`config.mk`:
```
export PLATFORM = sky130hd
export DESIGN_NAME = gb_cpu_interrupt_ctrl
export DESIGN_NICKNAME = d
export VERILOG_FILES = /design/src/rtl/gb_cpu_common_pkg.sv /design/src/rtl/gb_cpu_irq_priority.sv /design/src/rtl/gb_cpu_interrupt_ctrl.sv
export SDC_FILE = /design/constraint.sdc
export NUM_CORES = 1
export LEC_CHECK = 0
export CAP_MARGIN = 25
export CORE_AREA = 2 2 40 79
export CTS_CLUSTER_DIAMETER = 200
export DETAILED_ROUTE_END_ITERATION = 10
export DIE_AREA = 0 0 42 81
export PLACE_DENSITY = 0.84
export SLEW_MARGIN = 20
export SYNTH_ARGS = -nofsm -noshare
export SYNTH_HDL_FRONTEND = slang
export SYNTH_SLANG_ARGS = --single-unit
```
`constraint.sdc`:
```
create_clock -name clk -period 1.7 [get_ports clk]
set_clock_uncertainty 0.2 [all_clocks]
set_input_delay 0.34 -clock clk [delete_from_list [all_inputs] [get_ports clk]]
set_output_delay 0.34 -clock clk [all_outputs]
set_load 0.1 [all_outputs]
```
`src/rtl/gb_cpu_common_pkg.sv`:
```
// rtl/gb_cpu_common_pkg.sv - shared CPU types: interrupt sources, sequencer states, vectors
package gb_cpu_common_pkg;

    typedef enum logic [2:0] {
        VBLANK = 3'd0,
        STAT   = 3'd1,
        TIMER  = 3'd2,
        SERIAL = 3'd3,
        JOYPAD = 3'd4
    } irq_src_t;

    typedef enum logic [1:0] {
        RUN      = 2'd0,
        HALT     = 2'd1,
        DISPATCH = 2'd2
    } int_state_t;

    localparam int          IRQ_COUNT      = 5;
    localparam logic [7:0]  IRQ_VEC_BASE   = 8'h40;
    localparam int          IRQ_VEC_STRIDE = 8;
    localparam logic [7:0]  VEC_VBLANK     = 8'h40;
    localparam logic [7:0]  VEC_STAT       = 8'h48;
    localparam logic [7:0]  VEC_TIMER      = 8'h50;
    localparam logic [7:0]  VEC_SERIAL     = 8'h58;
    localparam logic [7:0]  VEC_JOYPAD     = 8'h60;

endpackage

```
`src/rtl/gb_cpu_irq_priority.sv`:
```
// rtl/gb_cpu_irq_priority.sv - lowest-set-bit encoder for pending interrupts
module gb_cpu_irq_priority #(
    parameter int N = 5
) (
    input  logic [N-1:0] pending,
    output logic         valid,
    output logic [2:0]   index,
    output logic [N-1:0] clear_mask
);

    // Scan from the top down so the lowest set bit (highest priority) wins
    always_comb begin
        valid      = 1'b0;
        index      = 3'd0;
        clear_mask = '0;
        for (int i = N - 1; i >= 0; i--) begin
            if (pending[i]) begin
                valid      = 1'b1;
                index      = 3'(i);
                clear_mask = '0;
                clear_mask[i] = 1'b1;
            end
        end
    end

endmodule

```
`src/rtl/gb_cpu_interrupt_ctrl.sv`:
```
// rtl/gb_cpu_interrupt_ctrl.sv - IE/IF, IME, EI delay, HALT and ISR dispatch sequencer (GB_CPU_HALT_BUG_EN enables halt-bug emulation)
module gb_cpu_interrupt_ctrl
    import gb_cpu_common_pkg::*;
#(
    parameter int         NUM_IRQ       = IRQ_COUNT,
    parameter logic [7:0] VECTOR_BASE   = IRQ_VEC_BASE,
    parameter int         VECTOR_STRIDE = IRQ_VEC_STRIDE
) (
    input  logic               clk,
    input  logic               rst_n,
    input  logic [NUM_IRQ-1:0] irq_req,
    input  logic               ie_we,
    input  logic               if_we,
    input  logic [7:0]         reg_wdata,
    output logic [7:0]         ie_rdata,
    output logic [7:0]         if_rdata,
    input  logic               instr_boundary,
    input  logic               ei_exec,
    input  logic               di_exec,
    input  logic               reti_exec,
    input  logic               halt_exec,
    input  logic               isr_ack,
    output logic               isr_cmd,
    output logic [7:0]         isr_vector,
    output logic               ime,
    output logic               halted,
    output logic               halt_bug
);

    int_state_t         state_q, state_d;
    logic [7:0]         ie_q, ie_d;
    logic [NUM_IRQ-1:0] if_q, if_d;
    logic               ime_q, ime_d;
    logic               ei_pending_q, ei_pending_d;
    logic [7:0]         isr_vector_q, isr_vector_d;
    logic               halt_bug_q, halt_bug_d;

    logic [NUM_IRQ-1:0] pending;
    logic               pending_any;
    logic               ime_eff;
    logic               prio_valid;
    logic [2:0]         prio_index;
    logic [NUM_IRQ-1:0] prio_mask;
    logic [NUM_IRQ-1:0] ack_clear;

    assign pending     = ie_q[NUM_IRQ-1:0] & if_q;
    assign pending_any = |pending;
    assign ime_eff     = ime_q | ei_pending_q;

    gb_cpu_irq_priority #(
        .N (NUM_IRQ)
    ) u_priority (
        .pending    (pending),
        .valid      (prio_valid),
        .index      (prio_index),
        .clear_mask (prio_mask)
    );

    // Next-state for the sequencer, IME/EI delay slot, IE/IF and the vector register
    always_comb begin
        state_d      = state_q;
        ie_d         = ie_q;
        ime_d        = ime_q;
        ei_pending_d = ei_pending_q;
        isr_vector_d = isr_vector_q;
        halt_bug_d   = 1'b0;
        ack_clear    = '0;

        if (ie_we) begin
            ie_d = reg_wdata;
        end

        // EI takes effect one boundary late; DI beats any EI still in flight
        if (instr_boundary && ei_pending_q) begin
            ime_d        = 1'b1;
            ei_pending_d = 1'b0;
        end
        if (ei_exec) begin
            ei_pending_d = 1'b1;
        end
        if (reti_exec) begin
            ime_d = 1'b1;
        end
        if (di_exec) begin
            ime_d        = 1'b0;
            ei_pending_d = 1'b0;
        end

        case (state_q)
            RUN: begin
                if (instr_boundary && ime_eff && pending_any) begin
                    state_d      = DISPATCH;
                    ime_d        = 1'b0;
                    ei_pending_d = 1'b0;
                end else if (halt_exec) begin
                    if (ime_eff || !pending_any) begin
                        state_d = HALT;
                    end
`ifdef GB_CPU_HALT_BUG_EN
                    else begin
                        halt_bug_d = 1'b1;
                    end
`endif
                end
            end
            HALT: begin
                if (pending_any) begin
                    if (ime_q) begin
                        state_d      = DISPATCH;
                        ime_d        = 1'b0;
                        ei_pending_d = 1'b0;
                    end else begin
                        state_d = RUN;
                    end
                end
            end
            DISPATCH: begin
                // Pending is re-sampled here: IE/IF writes during the push count
                if (isr_ack) begin
                    state_d = RUN;
                    if (prio_valid) begin
                        isr_vector_d = VECTOR_BASE + 8'(VECTOR_STRIDE * int'(prio_index));
                        ack_clear    = prio_mask;
                    end else begin
                        isr_vector_d = 8'h00;
                    end
                end
            end
            default: state_d = RUN;
        endcase

        // Write, then ack clear, then new requests: a fresh request always survives
        if_d = if_we ? reg_wdata[NUM_IRQ-1:0] : if_q;
        if_d = if_d & ~ack_clear;
        if_d = if_d | irq_req;
    end

    // State registers with asynchronous reset
    always_ff @(posedge clk or negedge rst_n) begin
        if (!rst_n) begin
            state_q      <= RUN;
            ie_q         <= 8'h00;
            if_q         <= '0;
            ime_q        <= 1'b0;
            ei_pending_q <= 1'b0;
            isr_vector_q <= 8'h00;
            halt_bug_q   <= 1'b0;
        end else begin
            state_q      <= state_d;
            ie_q         <= ie_d;
            if_q         <= if_d;
            ime_q        <= ime_d;
            ei_pending_q <= ei_pending_d;
            isr_vector_q <= isr_vector_d;
            halt_bug_q   <= halt_bug_d;
        end
    end

    // Readback with unimplemented IF bits reading as 1
    always_comb begin
        if_rdata              = 8'hFF;
        if_rdata[NUM_IRQ-1:0] = if_q;
    end

    assign ie_rdata   = ie_q;
    assign isr_cmd    = (state_q == DISPATCH);
    assign halted     = (state_q == HALT);
    assign isr_vector = isr_vector_q;
    assign ime        = ime_q;
    assign halt_bug   = halt_bug_q;

endmodule

```
## Word-level counts from Yosys, hierarchy flattened

Index checks and enable logic that the tools add are counted.

- Bits in registers: 25
- Input port bits: 23
- Output and inout port bits: 28
- Logic and storage cells: 68

- Add/sub/neg operators: 1
- Bitwise operators: 5
- Eq/ne operators: 6
- Muxes and demuxes: 41
- Reductions and logical operators: 9

Operators by type and width:

| operator | number |
|---|---|
| $mux W5 | 9 |
| $mux W1 | 17 |
| $mux W3 | 5 |
| $mux W2 | 6 |
| $and A5 B5 Y5 | 2 |
| $add A7 B6 Y8 const A | 1 |
| $mux W8 | 1 |
| $ne A3 B3 Y1 const B | 2 |
| $pmux W2 S3 | 1 |
| $not A5 Y5 | 1 |
| $or A5 B5 Y5 | 1 |
| $reduce_or A5 Y1 | 1 |
| $pmux W1 S2 | 2 |
| $reduce_and A4 Y1 | 1 |
| $logic_and A1 B1 Y1 | 3 |
| $eq A2 B1 Y1 const B | 1 |
| $eq A2 B2 Y1 const B | 1 |
| $logic_not A2 Y1 | 1 |
| $ne A2 B1 Y1 const B | 1 |
| $ne A2 B2 Y1 const B | 1 |
| $reduce_and A2 Y1 | 1 |
| $logic_not A1 Y1 | 1 |
| $logic_or A1 B1 Y1 | 1 |
| $or A1 B1 Y1 | 1 |

## Logic depth before layout (Yosys ltp)

- Word-level depth: 12
- Depth in mapped cells: 4
- Gate-level depth less buffers: 3

## Hierarchy

From an unflattened synthesis, not the netlist that was laid out.

- Cell total of the unflattened synthesis: 105
- Area total of the unflattened synthesis: 1091.0 um^2

By module, submodules not included:

| module | cells an instance | instances | sequential area each (um^2) | area each (um^2) |
|---|---|---|---|---|
| gb_cpu_interrupt_ctrl | 92 | 1 | 525.5 | 1017.2 |
| gb_cpu_irq_priority | 13 | 1 | 0.0 | 73.8 |

## Least setup slack after synthesis

No wires, ideal clock.

- Kind: reg2out
- Start point: register state_q[1]
- End point: output port isr_cmd
- Setup slack: -676 ps
- Required time: 1160 ps
- Stages on the path, launching flop included: 2
- Path buffers: 0
- Arrival: 1836 ps
- Cells stage by stage: dfrtp_1 > nor2b_1

- Word-level cells in the longest chain between the ends: 1

RTL lines:

| item | RTL line | source |
|---|---|---|
| start, declared | gb_cpu_interrupt_ctrl.sv:30 | `int_state_t state_q, state_d;` |
| start signal, assigned | gb_cpu_interrupt_ctrl.sv:149 | `state_q <= state_d;` |
| $eq A2 B2 Y1 | gb_cpu_interrupt_ctrl.sv:166 | `assign isr_cmd = (state_q == DISPATCH);` |
| end, declared | gb_cpu_interrupt_ctrl.sv:23 | `output logic isr_cmd,` |

No other way between the ends.

## Worst setup path after layout

Ends and elaborated chain as after synthesis.

==> impl_metrics.ini <==
[outcome]
outcome = finished clean

[worst_setup_path]
crit_chain = nor2b_4 > buf_12
critPathTopFamily = flip-flops
crit_start = state_q[1]
r2r-start = if_q[2]
critPathCapture = isr_cmd
rr_endpoint = isr_vector[6]
worst_setup_path_end_kind = output port
cp_max_fo = 5
r2r_setup_slack_ps = 200
crit_type = flop to output port
arrival_ps = 1100
r2r_cells = 3
crit_cells = 2
crit_required_ps = 1160
crit_path_max_incr_delay_ps = 460
path_buf_inv = 1
critPathSlowestCell = dfrtp_2
start_kind = flop

[layout]
num_antenna_cells = 0
nets = 157
fillers = 224
stdcell_area_mm2 = 0.00179
area.growth.synth_to_final_pct = 64.8
final_cells = 163
drive_above_1_share = 0.429
multi_input_area_um2 = 509
regArea_um2 = 542

[grt]
track_usage = 0.151
grt_pass1_vias = 877
grt_pass1_wl_mm = 3.91
grt_overflow = 0
grt_max_degree = 22
antenna_found_initial = 0

[logic_synthesis]
synth_compound_area_frac = 0.168
synth.avg_cell_area_um2 = 12.1
seq_area_frac_synth = 0.483
ys_types = 32
yosys.area_share.xor_xnor = 0
muxShareOfSynthArea = 0.133
synthAdderAreaFrac = 0
syn-instance-count = 90
synthSimpleGateAreaFrac = 0.125
synth_seq_cells = 21
syn_area_mm2 = 0.00109
synth_top_family_by_area = compound AO/OA/AOI/OAI gates
synth_warnings = 0

[placed_design]
dpl_cell_area_mm2 = 0.00175
place.gp.congestion = 0.768
portBuffers = 42
hpwl_mm = 1.88
dp_slack_ps = -1.95
post-place-cells = 159

[cts]
cts_setup_buffers = 0
insertion_delay_ps = 260
cts_made_buffers = 3
h-tree-depth = 1
clk_pin_slew_ps = 80
cts_sinks = 21
cts_tree = yes
clock_path_buffers = 2
root_buffer = clkbuf_8

[power]
p_per_area_mw_per_mm2 = 1280
p_leak_uw = 0.000790
peakVddDrop_mv = 0.760

[detailed_routing]
via_per_inst = 5.22
drtIter0Drc = 14
num_vias = 851
post_drt_wl_per_cell_um = 14.3
ant_nets = 0
drt_wl_total_mm = 2.34
first_pass_iters = 4
drc = 0

[floorplanning]
num_rows = 28
die_area_mm2 = 0.00340
dieWidth_um = 42
core_mm2 = 0.00284
initial_core_util = 0.384
fp.dieH_um = 81
pin_count = 51

[sta]
setup_violations = 0
drv_slew = 0
max_freq_mhz = 608
whs_ps = 208
hold_viol = 0
finalCritPeriodShare = 0.967
period_needed_ps = 1640
rsz0062_at_grt = false
setup_ws_ps = 55.9

[job]
cap_viol_max_count = 0

[worst_hold_path]
hold_class = primary input to asynchronous set/reset pin
==> where the power goes <==
| part | switching [µW] | internal [µW] |
|---|---|---|
| Clock | 157 | 163 |
| Sequential | 124 | 586 |
| Combinational | 805 | 463 |
==> worst min path at each step <==
stage,end,slack (ps),cells past startpoint
3_5_place_dp,isr_vector[4],340,2
6_report,isr_vector[3],210,2
4_1_cts,isr_vector[3],210,2
5_1_grt,isr_vector[3],240,2
3_3_place_gp,isr_vector[4],330,2
2_1_floorplan,ei_pending_q,-160,0
==> state kept, by name (all words and copies together), names as in the netlist <==
name	flops
ime	1
if_q	5
ei_pending_q	1
state_q	2
ie_rdata	8
isr_vector	4
==> worst register-to-register path, stage by stage, from the launching register on <==
cell and delay, ps:
dfrtp_2 460, a22oi_2 240, nand4_2 190, mux2_4 300
==> cells by family after synthesis <==
logic type	after synthesis
AOI/OAI and AO/OA	22
buffers and inverters	14
DFF	21
muxes	13
other	2
and+or+nand+nor	18
==> cell type report <==
class / instances / share of cell area
timing repair buffer: 44 / 0.361
sequential: 21 / 0.302
multi-input combinational: 61 / 0.284
clock buffer: 3 / 0.0230
tap: 30 / 0.0209
inverter: 3 / 0.00628
clock inverter: 1 / 0.00279
==> cell usage in the layout, fill, tap and decap left out, types with 2 or more instances in the layout <==
cell | synthesis | layout
nor2_1 | 2 | 2
conb_1 | 2 | 8
buf_12 | 0 | 21
mux2_2 | 8 | 8
mux2i_1 | 4 | 4
dfrtp_2 | 0 | 13
nor2b_4 | 0 | 2
a211oi_1 | 4 | 4
o21bai_1 | 5 | 5
a21oi_1 | 2 | 2
clkdlybuf4s50_1 | 0 | 22
nand2_1 | 6 | 6
clkbuf_8 | 0 | 3
a22o_1 | 3 | 3
inv_1 | 3 | 3
dfrtp_1 | 21 | 8
==> routing by layer <==
metal,part of all wire,up-vias,track usage
met3,0.083,4,0.0422
li1,-,394,-
met2,0.52,44,0.261
met5,0,-,0
met4,0.021,0,0.0903
met1,0.38,409,0.161
==> stage by stage <==
stage / util / TNS, ps / power [µW]
floorplan: - / 0 / 1520
global placement: 0.615 / 0 / 1970
detailed placement: 0.615 / -1.95 / 1990
CTS: 0.632 / 0 / 2310
global route: 0.632 / 0 / 2370
finish: 0.632 / 0 / 2300
==> Yosys cell counts, drive strengths merged <==
master | n | area share
dfrtp | 21 | 0.48
buf | 10 | 0.070
mux2 | 9 | 0.097
nand2 | 6 | 0.021
a211oi | 5 | 0.039
o21bai | 5 | 0.034
a22o | 4 | 0.040
mux2i | 4 | 0.037
inv | 3 | 0.010
nor2b | 3 | 0.017
a21oi | 2 | 0.0092
conb | 2 | 0.0069
nor2 | 2 | 0.0069
a21o | 1 | 0.0069
a22oi | 1 | 0.011
a32o | 1 | 0.0092
clkbuf | 1 | 0.0034
nand2b | 1 | 0.0058
nand3b | 1 | 0.018
nand4 | 1 | 0.011
nor3 | 1 | 0.0046
nor3b | 1 | 0.0069
nor4 | 1 | 0.020
nor4b | 1 | 0.014
o21ai | 1 | 0.0046
o22ai | 1 | 0.0058
o31ai | 1 | 0.0069
==> what timing repair did <==
| action | in CTS | in global routing |
|---|---|---|
| setup endpoints to repair | 1 | 1 |
| hold endpoints to repair | 0 | 0 |
| hold buffers | 0 | 0 |
| resized for setup | 1 | 1 |
Note: power is estimated with default switching activity, not from simulation.
